## src/rtl/weight_feeder.sv

```systemverilog
// Burst reader for weight_ram: issues consecutive read addresses, unpacks each word
// into ROWS lanes and skews lane r by r cycles for systolic-array row feeding.
module weight_feeder #(
    parameter int DATA_W = 8,
    parameter int ROWS   = 4,
    parameter int DEPTH  = 256,
    parameter int ADDR_W = $clog2(DEPTH)
) (
    input  logic                     clk_i,
    input  logic                     rst_n_i,
    input  logic                     start_i,
    input  logic [ADDR_W-1:0]        base_addr_i,
    input  logic [ADDR_W:0]          len_i,
    input  logic                     stall_i,
    output logic [ADDR_W-1:0]        ram_addr_o,
    output logic                     ram_rd_en_o,
    input  logic [ROWS*DATA_W-1:0]   ram_data_i,
    output logic [ROWS*DATA_W-1:0]   w_data_o,
    output logic [ROWS-1:0]          w_valid_o,
    output logic                     busy_o,
    output logic                     done_o
);

    localparam int WW = ROWS * DATA_W;
    localparam int CW = ADDR_W + 1;
    localparam int DW = $clog2(ROWS + 2);

    typedef enum logic [1:0] {ST_IDLE, ST_ISSUE, ST_DRAIN, ST_DONE} state_t;

    state_t            state_q, state_d;
    logic [ADDR_W-1:0] base_q, base_d;
    logic [CW-1:0]     len_q, len_d;
    logic [CW-1:0]     k_q, k_d;
    logic [DW-1:0]     drain_q, drain_d;
    logic [CW-1:0]     addr_sum;

    logic              issued_q;
    logic              stall_q;
    logic [WW-1:0]     hold_q;
    logic [WW-1:0]     word_eff;

    always_ff @(posedge clk_i or negedge rst_n_i) begin
        if (!rst_n_i) begin
            state_q <= ST_IDLE;
            base_q  <= '0;
            len_q   <= '0;
            k_q     <= '0;
            drain_q <= '0;
        end else begin
            state_q <= state_d;
            base_q  <= base_d;
            len_q   <= len_d;
            k_q     <= k_d;
            drain_q <= drain_d;
        end
    end

    always_comb begin
        state_d     = state_q;
        base_d      = base_q;
        len_d       = len_q;
        k_d         = k_q;
        drain_d     = drain_q;
        ram_rd_en_o = 1'b0;
        ram_addr_o  = '0;
        busy_o      = 1'b0;
        done_o      = 1'b0;

        addr_sum = CW'(base_q) + k_q;
        if (addr_sum >= CW'(DEPTH)) begin
            addr_sum = addr_sum - CW'(DEPTH);
        end

        unique case (state_q)
            ST_IDLE: begin
                if (start_i && !stall_i) begin
                    if (len_i != '0) begin
                        base_d  = base_addr_i;
                        len_d   = len_i;
                        k_d     = '0;
                        state_d = ST_ISSUE;
                    end else begin
                        state_d = ST_DONE;
                    end
                end
            end
            ST_ISSUE: begin
                busy_o      = 1'b1;
                ram_rd_en_o = 1'b1;
                ram_addr_o  = addr_sum[ADDR_W-1:0];
                if (!stall_i) begin
                    k_d = k_q + CW'(1);
                    if (k_q == len_q - CW'(1)) begin
                        drain_d = '0;
                        state_d = ST_DRAIN;
                    end
                end
            end
            ST_DRAIN: begin
                busy_o = 1'b1;
                if (!stall_i) begin
                    if (drain_q == DW'(ROWS)) begin
                        state_d = ST_DONE;
                    end else begin
                        drain_d = drain_q + DW'(1);
                    end
                end
            end
            ST_DONE: begin
                busy_o = 1'b1;
                done_o = !stall_i;
                if (!stall_i) begin
                    state_d = ST_IDLE;
                end
            end
            default: state_d = ST_IDLE;
        endcase
    end

    // The RAM keeps registering every edge, so the word returned on the first stalled
    // cycle is parked in hold_q; later stalled cycles would otherwise read ahead.
    always_comb begin
        word_eff = stall_q ? hold_q : ram_data_i;
    end

    always_ff @(posedge clk_i or negedge rst_n_i) begin
        if (!rst_n_i) begin
            stall_q  <= 1'b0;
            hold_q   <= '0;
            issued_q <= 1'b0;
        end else begin
            stall_q <= stall_i;
            hold_q  <= word_eff;
            if (!stall_i) begin
                issued_q <= (state_q == ST_ISSUE);
            end
        end
    end

    for (genvar r = 0; r < ROWS; r++) begin : g_lane
        logic [DATA_W-1:0] pipe_q [0:r];
        logic [r:0]        vld_q;

        always_ff @(posedge clk_i or negedge rst_n_i) begin
            if (!rst_n_i) begin
                vld_q <= '0;
                for (int unsigned j = 0; j <= unsigned'(r); j++) begin
                    pipe_q[j] <= '0;
                end
            end else if (!stall_i) begin
                vld_q[0]  <= issued_q;
                pipe_q[0] <= issued_q ? word_eff[r*DATA_W +: DATA_W] : '0;
                for (int unsigned j = 1; j <= unsigned'(r); j++) begin
                    pipe_q[j] <= pipe_q[j-1];
                    vld_q[j]  <= vld_q[j-1];
                end
            end
        end

        assign w_data_o[r*DATA_W +: DATA_W] = pipe_q[r];
        assign w_valid_o[r]                 = vld_q[r];
    end

endmodule
```

## config.mk

```make
export PLATFORM = sky130hd
export DESIGN_NAME = weight_feeder
export DESIGN_NICKNAME = d
export VERILOG_FILES = /design/src/rtl/weight_feeder.sv
export SDC_FILE = /design/constraint.sdc
export NUM_CORES = 1
export LEC_CHECK = 0
export ABC_AREA = 1
export CAP_MARGIN = 20
export CORE_MARGIN = 2
export CORE_UTILIZATION = 50
export DETAILED_ROUTE_END_ITERATION = 8
export PLACE_DENSITY = 0.75
export SYNTH_ARGS = -nofsm -noshare
export SYNTH_HDL_FRONTEND = slang
export SYNTH_SLANG_ARGS = --single-unit
```

## constraint.sdc

```tcl
create_clock -name clk_i -period 2.37 [get_ports clk_i]
set_input_delay 0.3555 -clock clk_i [delete_from_list [all_inputs] [get_ports clk_i]]
set_output_delay 0.3555 -clock clk_i [all_outputs]
set_load 0.02 [all_outputs]
```

* Word-level counts from Yosys, hierarchy flattened
Index checks and enable logic that the tools add are counted.
Storage, ports and cells: bits in registers 155, input port bits 53, logic and storage cells 79
Cells by class: reductions and logical operators 11, add/subtract/negate cells 5, multiplexer cells 27, order comparisons 1, eq/ne operators 13
Operator list (count):
- $mux 8 | 6
- $mux 32 | 1
- $mux 9 | 3
- $pmux 9 s2 | 1
- $ne 2x2->1 const B | 8
- $mux 2 | 7
- $mux 3 | 4
- $add 8x9->9 | 1
- $add 9x1->9 const B | 1
- $eq 9x9->1 | 1
- $ge 9x9->1 const B | 1
- $reduce_bool 9->1 | 1
- $sub 9x1->9 const B | 1
- $pmux 2 s4 | 1
- $sub 8x1->8 const B | 1
- $pmux 3 s2 | 1
- $reduce_and 6->1 | 1
- $reduce_and 5->1 | 1
- $eq 2x2->1 const B | 2
- $reduce_and 4->1 | 1
- $reduce_bool 2->1 | 2
- $add 3x1->3 const B | 1
- $eq 3x3->1 const B | 1
- $mux 1 | 3
- other kinds (6) | 6

* Logic depth before layout (Yosys ltp)
depth in word-level cells 5, mapped depth 15, depth with buffers taken out 15

* Least setup slack after synthesis
No wires, ideal clock.
path type reg2out, from register k_q[0], to output port ram_addr_o[6], slack 250 ps, buffers on the path 0, arrival time 1765 ps, stages on the path, launching flop included 10, cell sequence dfrtp_1 > ha_1 > fa_1 > nand3_1 > nand3_1 > nand2_1 > nand2_1 > a21oi_1 > xor2_1 > nor2_1
On the way: longest elaborated chain between the ends 4, elaborated cells on any way between the ends 5, classes of those cells add/sub (2); order compare (1); mux (2)
Ends and longest elaborated chain:
- start: declaration | RTL line 33 | logic [CW-1:0] k_q, k_d;
- start signal: assignment | RTL line 53 | k_q <= k_d;
- $add 8x9->9 * | RTL line 69 | addr_sum = CW'(base_q) + k_q;
- $sub 8x1->8 or $ge 9x9->1 (tied branches) | RTL line 71, 70
- $mux 8 * | RTL line 70 | if (addr_sum >= CW'(DEPTH)) begin
- $mux 8 * | RTL line 74 | unique case (state_q)
- end: declaration | RTL line 15 | output logic [ADDR_W-1:0] ram_addr_o,
Mark *: on every way between the ends. The rest lies on a longest branch, timed or not.

* Worst setup path after layout
from register base_q[0], to output port ram_addr_o[6]
On the way: longest elaborated chain between the ends 4, elaborated cells on any way between the ends 5, classes of those cells add/sub (2); order compare (1); mux (2)
Ends and longest elaborated chain:
- start: declaration | RTL line 31 | logic [ADDR_W-1:0] base_q, base_d;
- start signal: assignment | RTL line 51 | base_q <= base_d;
- $add 8x9->9 * | RTL line 69
- $sub 8x1->8 or $ge 9x9->1 (tied branches) | RTL line 71, 70
- $mux 8 * | RTL line 70
- $mux 8 * | RTL line 74
Marked as above.

==> impl_metrics.json <==
{
  "final_cells": 1082,
  "worstSetupStartpointType": "flop",
  "r2r-start": "state_q[0]",
  "htreeDepth": 4,
  "crit_end": "ram_addr_o[6]",
  "avgRoutedWirePerCell_um": 13.4,
  "syn_area_mm2": 0.00686,
  "cp-startpoint": "base_q[0]",
  "start_util_pct": 51.6,
  "layout-drive-gt1-share_pct": 10.4,
  "io_buffers": 99,
  "cp-end-kind": "output port",
  "crit_arrival_ns": 2.21,
  "clockBufferDepth": 2,
  "ys_types": 31,
  "drt-total-wl_um": 14500,
  "grt_usage_pct": 21.0,
  "ys_ff_latch": 149,
  "cts_made_buffers": 17,
  "clk_pin_slew_ns": 0.06,
  "hold_ws_ns": 0.366,
  "drtAntennaViolNets": 0,
  "power.density_mw_per_mm2": 1000,
  "clk_latency_ns": 0.42,
  "period_share_pct": 108,
  "min_period_ns": 2.56,
  "die_x_um": 121,
  "antenna_found_initial": 0,
  "max_stage_delay_ns": 0.41,
  "synthesis.nets": 875,
  "cts-root-buf": "clkbuf_16",
  "critical_path.cell_chain": "ha_4, fa_2, nand3_2, nand3_2, nand2_1, nand2_1, a21oi_2, xor2_1, nor2_1, buf_4",
  "rrSetupSlack_ns": 0.36,
  "setup_violations": 3,
  "run_status": "finished, violations left",
  "tritoncts": "built",
  "min_path_cells": 3,
  "synth_top_area_share_pct": 54.4,
  "clock_sinks": 149,
  "place_congestion": 0.837,
  "setup_ws_ns": -0.195,
  "netlist_top_cells_count": "nand2_1 (270), dfrtp_1 (149), o21ai_0 (86), inv_1 (85), nand3_1 (48)",
  "syn2layout_area_growth_pct": 26.3,
  "critPathRequiredTime_ns": 2.01,
  "core.rowCount": 42,
  "dieHeight_um": 121,
  "synth-warning-count": 0,
  "peakVddDrop_mv": 0.523,
  "fin_skew_ns": 0.00799,
  "avgSynthCellArea_um2": 8.52,
  "place_hpwl_um": 9370,
  "first_global_vias": 4953,
  "violations": "setup timing",
  "synth_top_cell_by_area": "dfrtp_1",
  "yosysMostFrequentCell": "nand2_1",
  "core_area_mm2": 0.0133,
  "dp_cells": 1045,
  "leakagePower_nw": 4.25,
  "synthArstFlopShare_pct": 100,
  "synth-edff-count": 0,
  "fmax_mhz": 390,
  "grt_pass1_wl_um": 24100,
  "yosysSeqAreaShare_pct": 54.4,
  "drc": 0,
  "reg2regPathDepth": 8,
  "min_path_type": "in2reg",
  "pin_count": 100,
  "via_per_inst": 4.92,
  "critical_path_buf_inv_count": 1,
  "nets": 963,
  "tightest_slew_ns": 0.779,
  "cpMaxStageDelayCell": "dfrtp_1",
  "drt-initial-drc-count": 386,
  "synth_flop_cell": "dfrtp_1",
  "slew_violations": 0,
  "syn_inst": 805,
  "hold_violations": 0,
  "tns_ns": -0.328,
  "grt_max_degree": 85,
  "path_delay_family": "adder cells",
  "grt-ovfl-total": 0,
  "synth_area_leaders": "dfrtp_1 (54%), nand2_1 (15%), o21ai_0 (6.3%)",
  "num_vias": 5321,
  "crit_cells": 10,
  "dieArea_mm2": 0.0147,
  "path_class": "reg2out",
  "r2r-end": "k_q[3]",
  "slew_headroom_pct": 48.0,
  "maxCapViolations": 0,
  "path_max_fanout": 2,
  "first_pass_iters": 5,
  "antenna_cells": 0,
  "rsz0062_at_grt": "true"
}
what timing repair did:
item / CTS / global route
endpoints found under the hold margin: 41 / 0
setup buffers: 2 / 2
resized for setup: 41 / 13
cloned: 0 / 0
pin swaps: 2 / 6
endpoints found under the setup margin: 9 / 8
hold buffers: 1 / 0
worst min-delay path by stage:
stage / start / to
3_5_place_dp: rst_n_i / g_lane[3].pipe_q[17]
3_3_place_gp: rst_n_i / g_lane[3].pipe_q[9]
2_1_floorplan: rst_n_i / base_q[0]
4_1_cts: stall_i / g_lane[3].pipe_q[19]
5_1_grt: stall_i / g_lane[3].pipe_q[19]
6_report: stall_i / g_lane[3].pipe_q[20]
per-layer routing:
metal	share of wire [%]	track usage, %	up-vias
met5	0	0	-
met4	1.9	8.58	0
met3	4.3	4.04	22
met2	46	31.3	131
met1	48	30.4	2477
li1	-	-	2691
final cells by class:
cell class	instances	area, µm²
fillers	1067	4640
flip-flops and latches	149	3730
multi-input cells	506	2560
repair buffers	131	1260
clock buffers	26	489
inverters	88	330
well taps	176	220
clock inverters	6	68.8
cell usage in the layout, fill, tap and decap left out, types with 2 or more instances in the layout:
master	count
buf_12	3
nand2_1	269
o21ai_0	85
nand4_1	12
o21ai_1	6
o31ai_1	6
buf_4	30
inv_2	3
ha_4	6
nand3_1	45
clkbuf_16	17
dfrtp_1	149
a21oi_1	9
clkdlybuf4s50_1	88
buf_6	3
clkbuf_1	6
xnor2_1	5
buf_2	2
nor2_1	19
clkinv_4	2
ha_1	10
inv_1	85
a21oi_2	4
xor2_1	11
clkbuf_8	3
nand2_2	2
nand3_2	6
nor2_2	2
stage by stage:
stage	total power, W	worst slack [ns]	area (µm²)	utilization, %
floorplan	0.00512	0.250	6860	-
global placement	0.00596	-0.310	7950	59.8
detailed placement	0.00603	-0.344	7950	59.8
CTS	0.00864	-0.188	8580	64.5
global route	0.00927	-0.296	8660	65.1
finish	0.00869	-0.195	8660	65.1
report_power, final:
group          total, W  internal, W  leakage (nW)  switching, W
logic           0.00274      0.00114          2.04       0.00160
clock network   0.00255      0.00153         0.269       0.00101
registers       0.00340      0.00306          1.95      0.000345
total           0.00869      0.00574          4.25       0.00296
flip-flops by register name (all words and copies together), names as in the netlist:
register	cells
base_q	8
drain_q	3
g_lane.pipe_q	56
state_q	2
stall_q	1
hold_q	32
w_data_o	24
issued_q	1
g_lane.vld_q	4
k_q	9
len_q	9
kinds of logic after synthesis:
logic type / Yosys count / share of synthesized area, %
flip-flops: 149 / 54.4
buffers and inverters: 150 / 10.0
AND/OR/NAND/NOR: 359 / 21.6
AO/OA/AOI/OAI: 114 / 8.76
adder cells (fa/ha/maj): 17 / 3.21
XOR/XNOR: 16 / 2.04
tightest hold or removal path, stage by stage:
cell and delay, ns:
buf_2 0.22, nand2_1 0.09, o21ai_0 0.06
Note: power is estimated with default switching activity, not from simulation.
==> RTL edit (same settings) <==
The parameter `DATA_W` goes from 8 to 12.
--- a/src/rtl/weight_feeder.sv
+++ b/src/rtl/weight_feeder.sv
@@ -1,7 +1,7 @@
 // Burst reader for weight_ram: issues consecutive read addresses, unpacks each word
 // into ROWS lanes and skews lane r by r cycles for systolic-array row feeding.
 module weight_feeder #(
-    parameter int DATA_W = 8,
+    parameter int DATA_W = 12,
     parameter int ROWS   = 4,
     parameter int DEPTH  = 256,
     parameter int ADDR_W = $clog2(DEPTH)
Interface: changed (resized ram_data_i and w_data_o); port bits go from 100 to 132. No check against the original RTL was run, so the function may have changed too.
==> RTL edit against the unedited design <==
  * The flow still finishes with violations (negative setup slack)
  * Wire length increased by 29%
  * Area after synthesis up 33%
  * Global-route usage down 1.1 points
  * Total power grew 29%
  * Core utilization shrank 2.1 points
  * Count of clock-buffer cells in the layout rose by 7
  * Final area is 30% higher
  * Sequential cell count grew 56
  * Setup slack worse by 0.084 ns
  * Critical endpoint unchanged
  * Largest cell class unchanged
==> RTL edit: results (changes against the unedited design) <==
- Max-slew violation count: 0 (unchanged)
- Part of the Yosys area used for sequential elements: 56.4% (+2.0 points)
- HPWL after DPL: 11900 um (+26%)
- Number of warnings issued by yosys: 0 (unchanged)
- Slowest cell on crit path: sky130_fd_sc_hd__dfrtp_1
- Biggest cell delay along the critical path: 0.38 ns (-0.03 ns)
- Final sum of negative setup slack: -0.788 ns (-0.460 ns)
- Nets in the synthesized netlist: 1131 (+29%)
- Clock transition at the register clock pins on the worst setup and hold paths after CTS: 0.06 ns (about the same)
- Leakage power of the design: 5.54 nW (+30%)
- Most flops, register: g_lane.pipe_q
- Clock Root Buffer: sky130_fd_sc_hd__clkbuf_16
- Clk Latency, worst-skew pair: 0.49 ns (+0.07 ns)
- Layout cells sized above 1: 9.15% (-1.2 points)
- Number of different library cells in the post-synthesis netlist: 33 (+6.5%)
- Top cells by area in the synthesized netlist: sky130_fd_sc_hd__dfrtp_1, sky130_fd_sc_hd__nand2_1, sky130_fd_sc_hd__o21ai_0
- Maximum number of buffers from clock root to sink: 3 (+1)
- Flip-flop count of the largest register, all copies and words added: 84 (+50%)
- Slack of the critical path: -0.279 ns (-0.0840 ns)
- Worst Clk Skew: 0.0113 ns (+0.00332 ns)
- Relative slew slack: 62.3% (+14 points)
- Top cell types by occurrence after synthesis: sky130_fd_sc_hd__nand2_1, sky130_fd_sc_hd__dfrtp_1, sky130_fd_sc_hd__o21ai_0, sky130_fd_sc_hd__inv_1, sky130_fd_sc_hd__nand3_1
- Overall fraction of global-route tracks in use: 19.9% (-1.1 points)
- Peak VDD IR: 0.538 mV (+2.9%)
- Async set-reset flop share out of synthesis: 100% (unchanged)
- Initial antenna violation count: 0 (unchanged)
- Final number of setup-violating endpoints: 5 (+2)
- Grt ovf: 0 (unchanged)
- Ys flop type: sky130_fd_sc_hd__dfrtp_1
- Worst min path class: input pin to flop
- # nets final: 1231 (+28%)
- Top layer reached by signal wires: met4
- First-pass DRT Iterations: 5 (unchanged)
- M2 GR Usage: 32.4% (+1.1 points)
- Average wire per standard cell: 13.4 um (+0.48%)
- Total vias in the final route: 6912 (+30%)
- Antenna Cells: 0 (unchanged)
- Met3 wire length: 788 um (+27%)
- Inserted Clock Buffers: 22 (+5)
- Met2 WL post-DR: 8670 um (+31%)
- Violations in the final reports: negative setup slack
- Port Buffers: 131 (+32%)
- Outcome: finished with violations
- Routability Congestion: 0.849 (+1.4%)
- Vias in the first global route: 6739 (+36%)
- Routed length on met1: 8980 um (+29%)
- Met1 layer usage reported by global route: 29.1% (-1.3 points)
- # H-tree levels: 1 (-3)
- Max Cap Violations: 0 (unchanged)
- Global-route wire length before repair: 32400 um (+34%)
- Highest fanout seen on the critical path: 2 (unchanged)
- Maximum number of pins on one net before global-route repair: 125 (+47%)
- Global routing met3 resource utilization: 2.59% (-1.5 points)
- Drt first-iter violations: 414 (+7.3%)
[RTL edit: changes by cell type in the layout (fill, tap and decap cells not counted), moves of 15 or more]
cell and change:
sky130_fd_sc_hd__nand3_1 +15, sky130_fd_sc_hd__o21ai_0 +25, sky130_fd_sc_hd__dfrtp_1 +54, sky130_fd_sc_hd__inv_1 +18, sky130_fd_sc_hd__clkdlybuf4s50_1 +31, sky130_fd_sc_hd__nand2_1 +89
[RTL edit: kinds of logic (layout without fill, tap and decap cells)]
logic type	count (synthesis)	count (layout)	synth area share [%]
buffers and inverters	196	310	9.97
XOR/XNOR	13	13	1.25
AO/OA/AOI/OAI	149	149	9.01
adder cells (fa/ha/maj)	17	17	2.42
AND/OR/NAND/NOR	465	465	21.0
flip-flops	205	205	56.4
[RTL edit: path summary, 6_finish.rpt]
kind	cells after the start	startpoint	to	slack (ns)
hold / removal	2	stall_i	w_data_o[41]	0.21
setup reg to reg	13	len_q[0]	drain_q[2]	0.47
hold reg to reg	2	g_lane[2].pipe_q[12]	w_data_o[24]	0.47
max in group asynchronous	3	rst_n_i	g_lane[0].pipe_q[9]	1.26
min in group asynchronous	2	rst_n_i	w_data_o[18]	0.43
setup / recovery	12	k_q[0]	ram_addr_o[6]	-0.28
[RTL edit: critical path, delay by kind of cell (launching register included)]
kind | cells | cell delay (ns)
buffers and inverters | 2 | 0.21
xor gates and xnor gates | 1 | 0.15
and+or+nand+nor | 5 | 0.28
adders and majority gates | 2 | 0.55
AOI/OAI and AO/OA | 2 | 0.23
DFF | 1 | 0.38
[RTL edit: layout make-up]
class                           count  area, um^2
Clock buffer                       33         643
Clock inverter                      5        78.8
Fill cell                        1471        6620
Inverter                          110         414
Multi-Input combinational cell    644        3110
Sequential cell                   205        5130
Tap cell                          229         287
Timing Repair Buffer              162        1620
[RTL edit: power breakdown]
group / leakage [nW] / total [mW] / switching (mW) / internal (mW)
sequential: 2.68 / 4.63 / 0.454 / 4.17
clock: 0.353 / 3.38 / 1.29 / 2.09
combinational: 2.51 / 3.22 / 1.86 / 1.36
[RTL edit: per-stage QoR]
stage,std cells,hold WS (ns),setup slack [ns],utilization (%),instance area [um^2]
final,1388,0.211,-0.279,63.0,11300
after global placement,1347,0.395,-0.278,58.7,10500
after detailed placement,1347,0.396,-0.327,58.7,10500
after global routing,1388,0.230,-0.427,63.0,11300
after floorplan,1045,0.0599,0.152,-,9100
after CTS,1387,0.203,-0.309,62.9,11300
[RTL edit: what timing repair did]
item | CTS | global route
hold endpoints to repair | 63 | 0
resized for setup | 40 | 7
endpoints found under the setup margin | 9 | 9
hold buffers | 1 | 0
pin swaps | 8 | 0
setup buffers | 1 | 1
